[src/rtl/icache.sv]
// Direct-mapped instruction cache, one 32-bit word per frame.
// It has a two-state fill FSM and a memory-side read port. Hit and fill counters wrap.
module icache #(
  parameter int unsigned SETS = 16
) (
  input  logic        CLK,
  input  logic        nRST,
  input  logic        imemREN,
  input  logic [31:0] imemaddr,
  output logic        ihit,
  output logic [31:0] imemload,
  input  logic        flush,
  output logic        iREN,
  output logic [31:0] iaddr,
  input  logic        iwait,
  input  logic [31:0] iload,
  output logic [31:0] hit_count,
  output logic [31:0] miss_count
);

  localparam int unsigned IDX_W = $clog2(SETS);
  localparam int unsigned TAG_W = 30 - IDX_W;

  typedef enum logic {IDLE, FETCH} state_t;

  state_t             r_state;
  state_t             w_next;
  logic [SETS-1:0]    r_valid;
  logic [TAG_W-1:0]   r_tag  [SETS];
  logic [31:0]        r_data [SETS];
  logic [29:0]        r_miss_word;
  logic [31:0]        r_hit_count;
  logic [31:0]        r_miss_count;

  logic [IDX_W-1:0]   w_idx;
  logic [TAG_W-1:0]   w_tag;
  logic [IDX_W-1:0]   w_fill_idx;
  logic [TAG_W-1:0]   w_fill_tag;
  logic               w_hit;
  logic               w_miss;
  logic               w_fill_done;
  logic               w_unused_offset;

  assign w_idx           = imemaddr[IDX_W+1:2];
  assign w_tag           = imemaddr[31:IDX_W+2];
  assign w_fill_idx      = r_miss_word[IDX_W-1:0];
  assign w_fill_tag      = r_miss_word[29:IDX_W];
  assign w_unused_offset = ^imemaddr[1:0];

  // Flush masks both the hit and the miss in the same IDLE cycle.
  assign w_hit       = (r_state == IDLE) && imemREN && !flush &&
                       r_valid[w_idx] && (r_tag[w_idx] == w_tag);
  assign w_miss      = (r_state == IDLE) && imemREN && !flush && !w_hit;
  assign w_fill_done = (r_state == FETCH) && !iwait && !flush;

  always_comb begin
    w_next   = r_state;
    ihit     = 1'b0;
    imemload = '0;
    iREN     = 1'b0;
    iaddr    = '0;
    case (r_state)
      IDLE: begin
        ihit = w_hit;
        if (w_hit) imemload = r_data[w_idx];
        if (w_miss) w_next = FETCH;
      end
      FETCH: begin
        iREN  = 1'b1;
        iaddr = {r_miss_word, 2'b00};
        if (flush || !iwait) w_next = IDLE;
      end
      default: w_next = IDLE;
    endcase
  end

  always_ff @(posedge CLK or negedge nRST) begin
    if (!nRST) begin
      r_state      <= IDLE;
      r_valid      <= '0;
      r_miss_word  <= '0;
      r_hit_count  <= '0;
      r_miss_count <= '0;
    end else begin
      r_state <= w_next;
      if (w_miss) r_miss_word <= imemaddr[31:2];
      if (w_hit) r_hit_count <= r_hit_count + 32'd1;
      if (flush) begin
        r_valid <= '0;
      end else if (w_fill_done) begin
        r_valid[w_fill_idx] <= 1'b1;
        r_miss_count        <= r_miss_count + 32'd1;
      end
    end
  end

  // Tag/data arrays are not reset. Reset forces IDLE, so no write can occur while it is asserted.
  always_ff @(posedge CLK) begin
    if (w_fill_done) begin
      r_tag[w_fill_idx]  <= w_fill_tag;
      r_data[w_fill_idx] <= iload;
    end
  end

  assign hit_count  = r_hit_count;
  assign miss_count = r_miss_count;

endmodule
[config.mk]
export PLATFORM = sky130hd
export DESIGN_NAME = icache
export DESIGN_NICKNAME = d
export VERILOG_FILES = /design/src/rtl/icache.sv
export SDC_FILE = /design/constraint.sdc
export NUM_CORES = 1
export LEC_CHECK = 0
export CORE_AREA = 5 5 377 379
export CTS_BUF_LIST = sky130_fd_sc_hd__clkbuf_2
export CTS_CLUSTER_DIAMETER = 80
export DETAILED_ROUTE_END_ITERATION = 8
export DIE_AREA = 0 0 382 384
export SLEW_MARGIN = 20
export SYNTH_ARGS = -nofsm -noshare
export SYNTH_HDL_FRONTEND = slang
export SYNTH_SLANG_ARGS = --single-unit
[constraint.sdc]
create_clock -name CLK -period 7.6 [get_ports CLK]
set_input_delay 1.14 -clock CLK [delete_from_list [all_inputs] [get_ports CLK]]
set_output_delay 1.14 -clock CLK [all_outputs]
set_load 0.1 [all_outputs]
### Yosys cells after proc, flatten, opt, wreduce, memory -nomap -nowiden

Memories as Yosys holds them, arrays and structs flattened.
Cells that the tools add are included.

* add/subtract/negate cells: 2
* reduce and logical (&&, ||, !) cells: 14
* muxes and demuxes: 16
* bitwise gates (word level): 3
* equality and inequality tests: 1
* order comparisons: 3

Operators by type and width (count)
* 32-bit two-way mux: 3
* 32-bit by 1-bit adder with 32-bit output (second input constant): 2
* 16-bit two-way mux: 2
* 26-bit equality test: 1
* 16-bit OR: 1
* 4-bit by 5-bit < comparator with 1-bit output (second input constant): 2
* 1-bit logical AND: 8
* 1-bit two-way mux: 8
* 1-bit binary-select mux with 4-bit select: 1
* 1-bit demux with 4-bit select: 1
* 4-bit by 1-bit >= comparator with 1-bit output (second input constant): 1
* 1-bit logical NOT: 3
* 1-bit NOT: 2
* 1-bit one-hot mux with 2 select lines: 1
* 2-bit AND reduction: 1
* 2-bit nonzero test: 1
* 1-bit logical OR: 1

* bits in registers: 111
* input port bits: 69
* logic and storage cells: 46
* RAM bits: 928
* memories: 2
* output and inout port bits: 130

Memories
* r_data: depth 16, width 32, rd ports 1, clocked after Yosys merged registers in 0, write ports 1, line 30 `logic [31:0] r_data [SETS];`
* r_tag: depth 16, width 26, rd ports 1, clocked after Yosys merged registers in 0, write ports 1, line 29 `logic [TAG_W-1:0] r_tag [SETS];`

### Longest topological paths before layout

* word-level depth: 9
* mapped depth: 15
* depth with buffers taken out: 8

### Least setup slack after synthesis

OpenSTA, ideal clock, no wires.

* path kind: input port to flip-flop
* start: in flush
* end: mem r_data[0][0] (enable)
* stages on the path: 3
* setup time: 0.548 ns
* arrival time: 6.297 ns
* path slack: 0.755 ns
* buffers on the path: 0
* data required time: 7.052 ns
* cell sequence: nor3b_1 or3b_2 nor3_1

* cells in the longest elaborated chain, start to end: 4

RTL lines
* from (decl): line 12 `input logic flush,`
* 1-bit logical NOT: line 54 `assign w_fill_done = (r_state == FETCH) && !iwait && !flush;`
* 1-bit logical AND: line 54
* 1-bit two-way mux: line 99 `if (w_fill_done) begin`
* 1-bit two-way mux (implied by the code): line 101 `r_data[w_fill_idx] <= iload;`
* to (decl): line 30

No other way between the ends.

### Worst setup path after layout

* start: mem r_tag[15][15] (netlist name)
* end: out imemload[0]

* cells in the longest elaborated chain, start to end: 5

RTL lines
* from (decl): line 29
* memory read 16 x 26 bit
* 26-bit equality test: line 52 `r_valid[w_idx] && (r_tag[w_idx] == w_tag);`
* 1-bit logical AND: line 52
* 32-bit two-way mux: line 65 `if (w_hit) imemload = r_data[w_idx];`
* 32-bit two-way mux: line 62 `case (r_state)`
* to (decl): line 11 `output logic [31:0] imemload,`

No other way between the ends.

==> results.txt <==
The biggest area contributor in the post-synthesis netlist is edfxtp_1. The placement row count came out at 137. The pin count of the biggest net entering global routing is 83. The detailed placer's ending HPWL came out at ~58,000 µm. The number of H-tree levels is 4. The setup clock skew after layout is approximately 0.12 ns. The number of antenna violations at the first check in global routing is 16. In this run the register-to-register setup slack is 3.39 ns.

The final RePlAce weighted congestion came out at 0.779. The synthesis-to-finish area growth is 16.5%. The endpoint identified for the worst register-to-register timing path is r_miss_word[15].

The residual DRC count is 0. The critical path is of the flop to primary output type. The number of port buffers came out at 194. The number of register bits inferred by synthesis is 1,039. Of the post-synthesis cell area, the dominant cell type holds 0.677. In this run the worst path has a maximum fanout of 17. The total negative slack is 0 ns. The max-slew violation total from the final report is 0. The number of buffers created by CTS came out at 233. The first-pass GRT wire length came out at 148,000 µm. The startpoint type of the worst setup path is a flop. Yosys attributes the largest share of cell area to edfxtp_1 (68%), mux4_2 (14%), dfrtp_1 (6.7%). The total wire length came out at 102,000 µm. The total standard cell area after synthesis is 41,200 µm².

Counting the fill cells in the layout gives 13,000. The multi-input gate area in the final layout came out at 10,000 µm². The leakage power of the design is 16.0 nW. The number of unique standard cell types used by synthesis came out at 64. In the global route stage, overall resource usage came out at 0.137. The worst-margin pin slew is 1.06 ns.

For this run, the post-layout net count is about 2,400. The share of layout cells above drive strength 1 is 0.322. Final hold analysis gives a worst-case slack of 0.249 ns. The logic depth of the worst register-to-register path came out at 9. The clock tree from TritonCTS is yes. Clock-pin slew was measured on the worst setup and hold paths at 0.11 ns. The post-route antenna net violation count is 0.

The time the worst path needs with I/O delays and setup came out at 6.74 ns. The effective utilization at floorplan is 0.297. At the later pin of the worst-skew pair, clock insertion delay measures between 1.5 and 2 ns. The hold violation total from the final report is 0.

The number of vias after detailed routing came out at 20,800. Global routing finished with a remaining overflow of 0. Setup repair after global routing left no endpoint under its margin.

The area of the die came out at 147,000 µm². The via count of the first global-routing pass is between 20,000 and 25,000. The clock tree root buffer cell is clkbuf_2. The flow ran to the end, and the final reports show no timing, DRC or antenna violations.

The number of gates resized after CTS was 0. The number of vias per cell after detailed routing came out at 4.80. The die extent in y came out at around 380 µm. After clock tree synthesis, the setup repair step added 0 buffers. The first detailed-routing pass ran for 5 iterations. The tightest min-delay check is of the input port to flop type. The storage element area is a little over 30,000 µm². The highest achievable clock rate came out at 148 MHz. The arrival time at the worst endpoint is 5.60 ns.

The post-synthesis average cell area came out at 21.3 µm². In the finished design, the share of the clock period the worst path needs comes to 0.887. The die extent in x is 382 µm. The power density normalized to cell area came out at 227 nW/µm². For this design, the sink count on the clock tree is a little over 1,000. The number of stages on the worst hold path is 2. The core region area came out at ~140,000 µm². The number of DRC violations after detailed-routing iteration 0 came out at 1,637. The worst hold path terminates at r_miss_word[24]. The worst supply voltage drop on vdd came out at 0.000180 V.

Of the synthesized area, sequential elements account for 0.744. The maximum clock insertion buffer count is 3. The worst pin sits at a relative slew slack of 0.291. Dividing the detail-routed wire length by the instance count gives 23.6 µm.

The required arrival time at the worst endpoint came out at 6.46 ns. Yosys printed 0 warnings. The element type at the critical path end is a primary output. The number of top-level design ports came out at 199.

The startpoint identified for the worst hold timing path is imemaddr[26]. The start of the worst register-to-register path is r_tag[7][6]. The final setup violation count came out at 0. The count of max-cap constraint violations is 0. The synthesized instance count came out at 1,937.
-- area by class of cell --
type	instances	share of cell area
tap	1807	0.0471
sequential	1039	0.639
inverter	11	0.000913
clock inverter	72	0.00911
antenna	11	0.000574
clock buffer	343	0.0358
multi-input combinational	792	0.209
timing repair buffer	255	0.0586
-- placed cells by master (no fill, tap or decap), types with 38 or more instances in the layout --
master	instances
dfrtp_1	111
buf_4	55
clkinv_1	52
nor2_1	39
xor2_1	49
buf_12	38
edfxtp_1	928
clkbuf_2	343
clkdlybuf4s50_1	154
mux4_2	260
mux2i_1	54
-- registers in the layout, summed over array words and instances (netlist names) --
register	flops
r_state	1
r_data	512
hit_count	32
miss_count	32
r_miss_word	30
r_tag	416
r_valid	16
-- critical path, cell delays in order (launching register included) --
cell and delay, ns:
edfxtp_1 0.37, mux4_2 0.48, mux2i_1 0.36, mux2_2 0.25, xor2_1 0.20, nor4b_1 0.56
and4_1 0.39, nand4_4 0.57, buf_4 0.45, nor2b_1 0.24, buf_12 0.21
-- cells by family (layout without fill, tap and decap cells) --
family / count (synthesis) / after routing / synth area share
flip-flops: 1039 / 1039 / 0.744
AND/OR/NAND/NOR: 310 / 310 / 0.0458
AO/OA/AOI/OAI: 35 / 35 / 0.00617
XOR/XNOR: 84 / 84 / 0.0179
buffers and inverters: 107 / 681 / 0.0156
other: 1 / 13 / 0.0000911
multiplexers: 359 / 359 / 0.169
adder cells (fa/ha/maj): 2 / 2 / 0.000608
-- per-stage QoR --
step | utilization | cells | total power, W | instance area (µm²) | setup slack (ns)
floorplan | - | 1938 | 0.00717 | 41200 | 0.755
finish | 0.346 | 4330 | 0.0109 | 48000 | 0.862
detailed placement | 0.330 | 3902 | 0.00751 | 45700 | 0.856
global route | 0.346 | 4320 | 0.0114 | 47900 | 0.645
global placement | 0.330 | 3902 | 0.00748 | 45700 | 0.967
CTS | 0.346 | 4318 | 0.0111 | 47900 | 0.561
-- layer usage --
metal,global-route usage,vias to the layer above,part of all wire
li1,-,8908,-
met2,0.217,814,0.47
met4,0.0415,8,0.015
met3,0.0374,139,0.078
met5,0,-,0.00060
met1,0.186,10900,0.44
-- power by group --
part	internal [W]	total, W	switching [W]	leakage [nW]
combinational	0.000305	0.000818	0.000513	4.61
clock	0.00136	0.00353	0.00216	1.63
sequential	0.00639	0.00656	0.000165	9.80
total	0.00806	0.0109	0.00284	16.0
-- worst max-delay path by stage --
| stage | start | endpoint | slack [ns] | cells after the start |
|---|---|---|---|---|
| floorplan | flush | r_data[0][0] | 0.76 | 3 |
| finish | r_tag[15][15] | imemload[0] | 0.86 | 10 |
| global placement | imemaddr[5] | imemload[21] | 0.97 | 11 |
| CTS | r_tag[15][15] | imemload[24] | 0.56 | 10 |
| global route | r_tag[15][15] | imemload[11] | 0.64 | 10 |
| detailed placement | imemaddr[5] | imemload[14] | 0.86 | 11 |
-- cells in the mapped netlist, drive strengths merged --
| cell | instances |
|---|---|
| and3 | 9 |
| nand4 | 19 |
| nor4 | 21 |
| and4 | 7 |
| nor2b | 36 |
| a32o | 1 |
| buf | 65 |
| nor3b | 3 |
| xor2 | 49 |
| a2111oi | 3 |
| o221ai | 1 |
| nand2 | 37 |
| nand4b | 1 |
| nand3b | 2 |
| or4 | 2 |
| ha | 2 |
| nor4bb | 2 |
| o22ai | 7 |
| a22o | 1 |
| nand3 | 31 |
| o21ai | 6 |
| a311oi | 1 |
| xnor2 | 35 |
| a211oi | 1 |
| o211ai | 1 |
| or3b | 3 |
| and2 | 36 |
| nor2 | 51 |
| and3b | 1 |
| mux2 | 40 |
| nor3 | 26 |
| or2 | 5 |
| mux2i | 54 |
| inv | 11 |
| clkbuf | 31 |
| a211o | 1 |
| nand2b | 9 |
| or3 | 3 |
| conb | 1 |
| a21oi | 5 |
| nor4b | 6 |
| a21o | 7 |
| dfrtp | 111 |
| edfxtp | 928 |
| mux4 | 265 |
-- timing repair --
item,CTS,global route
endpoints found under the setup margin,0,0
hold buffers,1,0
hold endpoints to repair,70,0
Power figures use the tool's default switching activity.
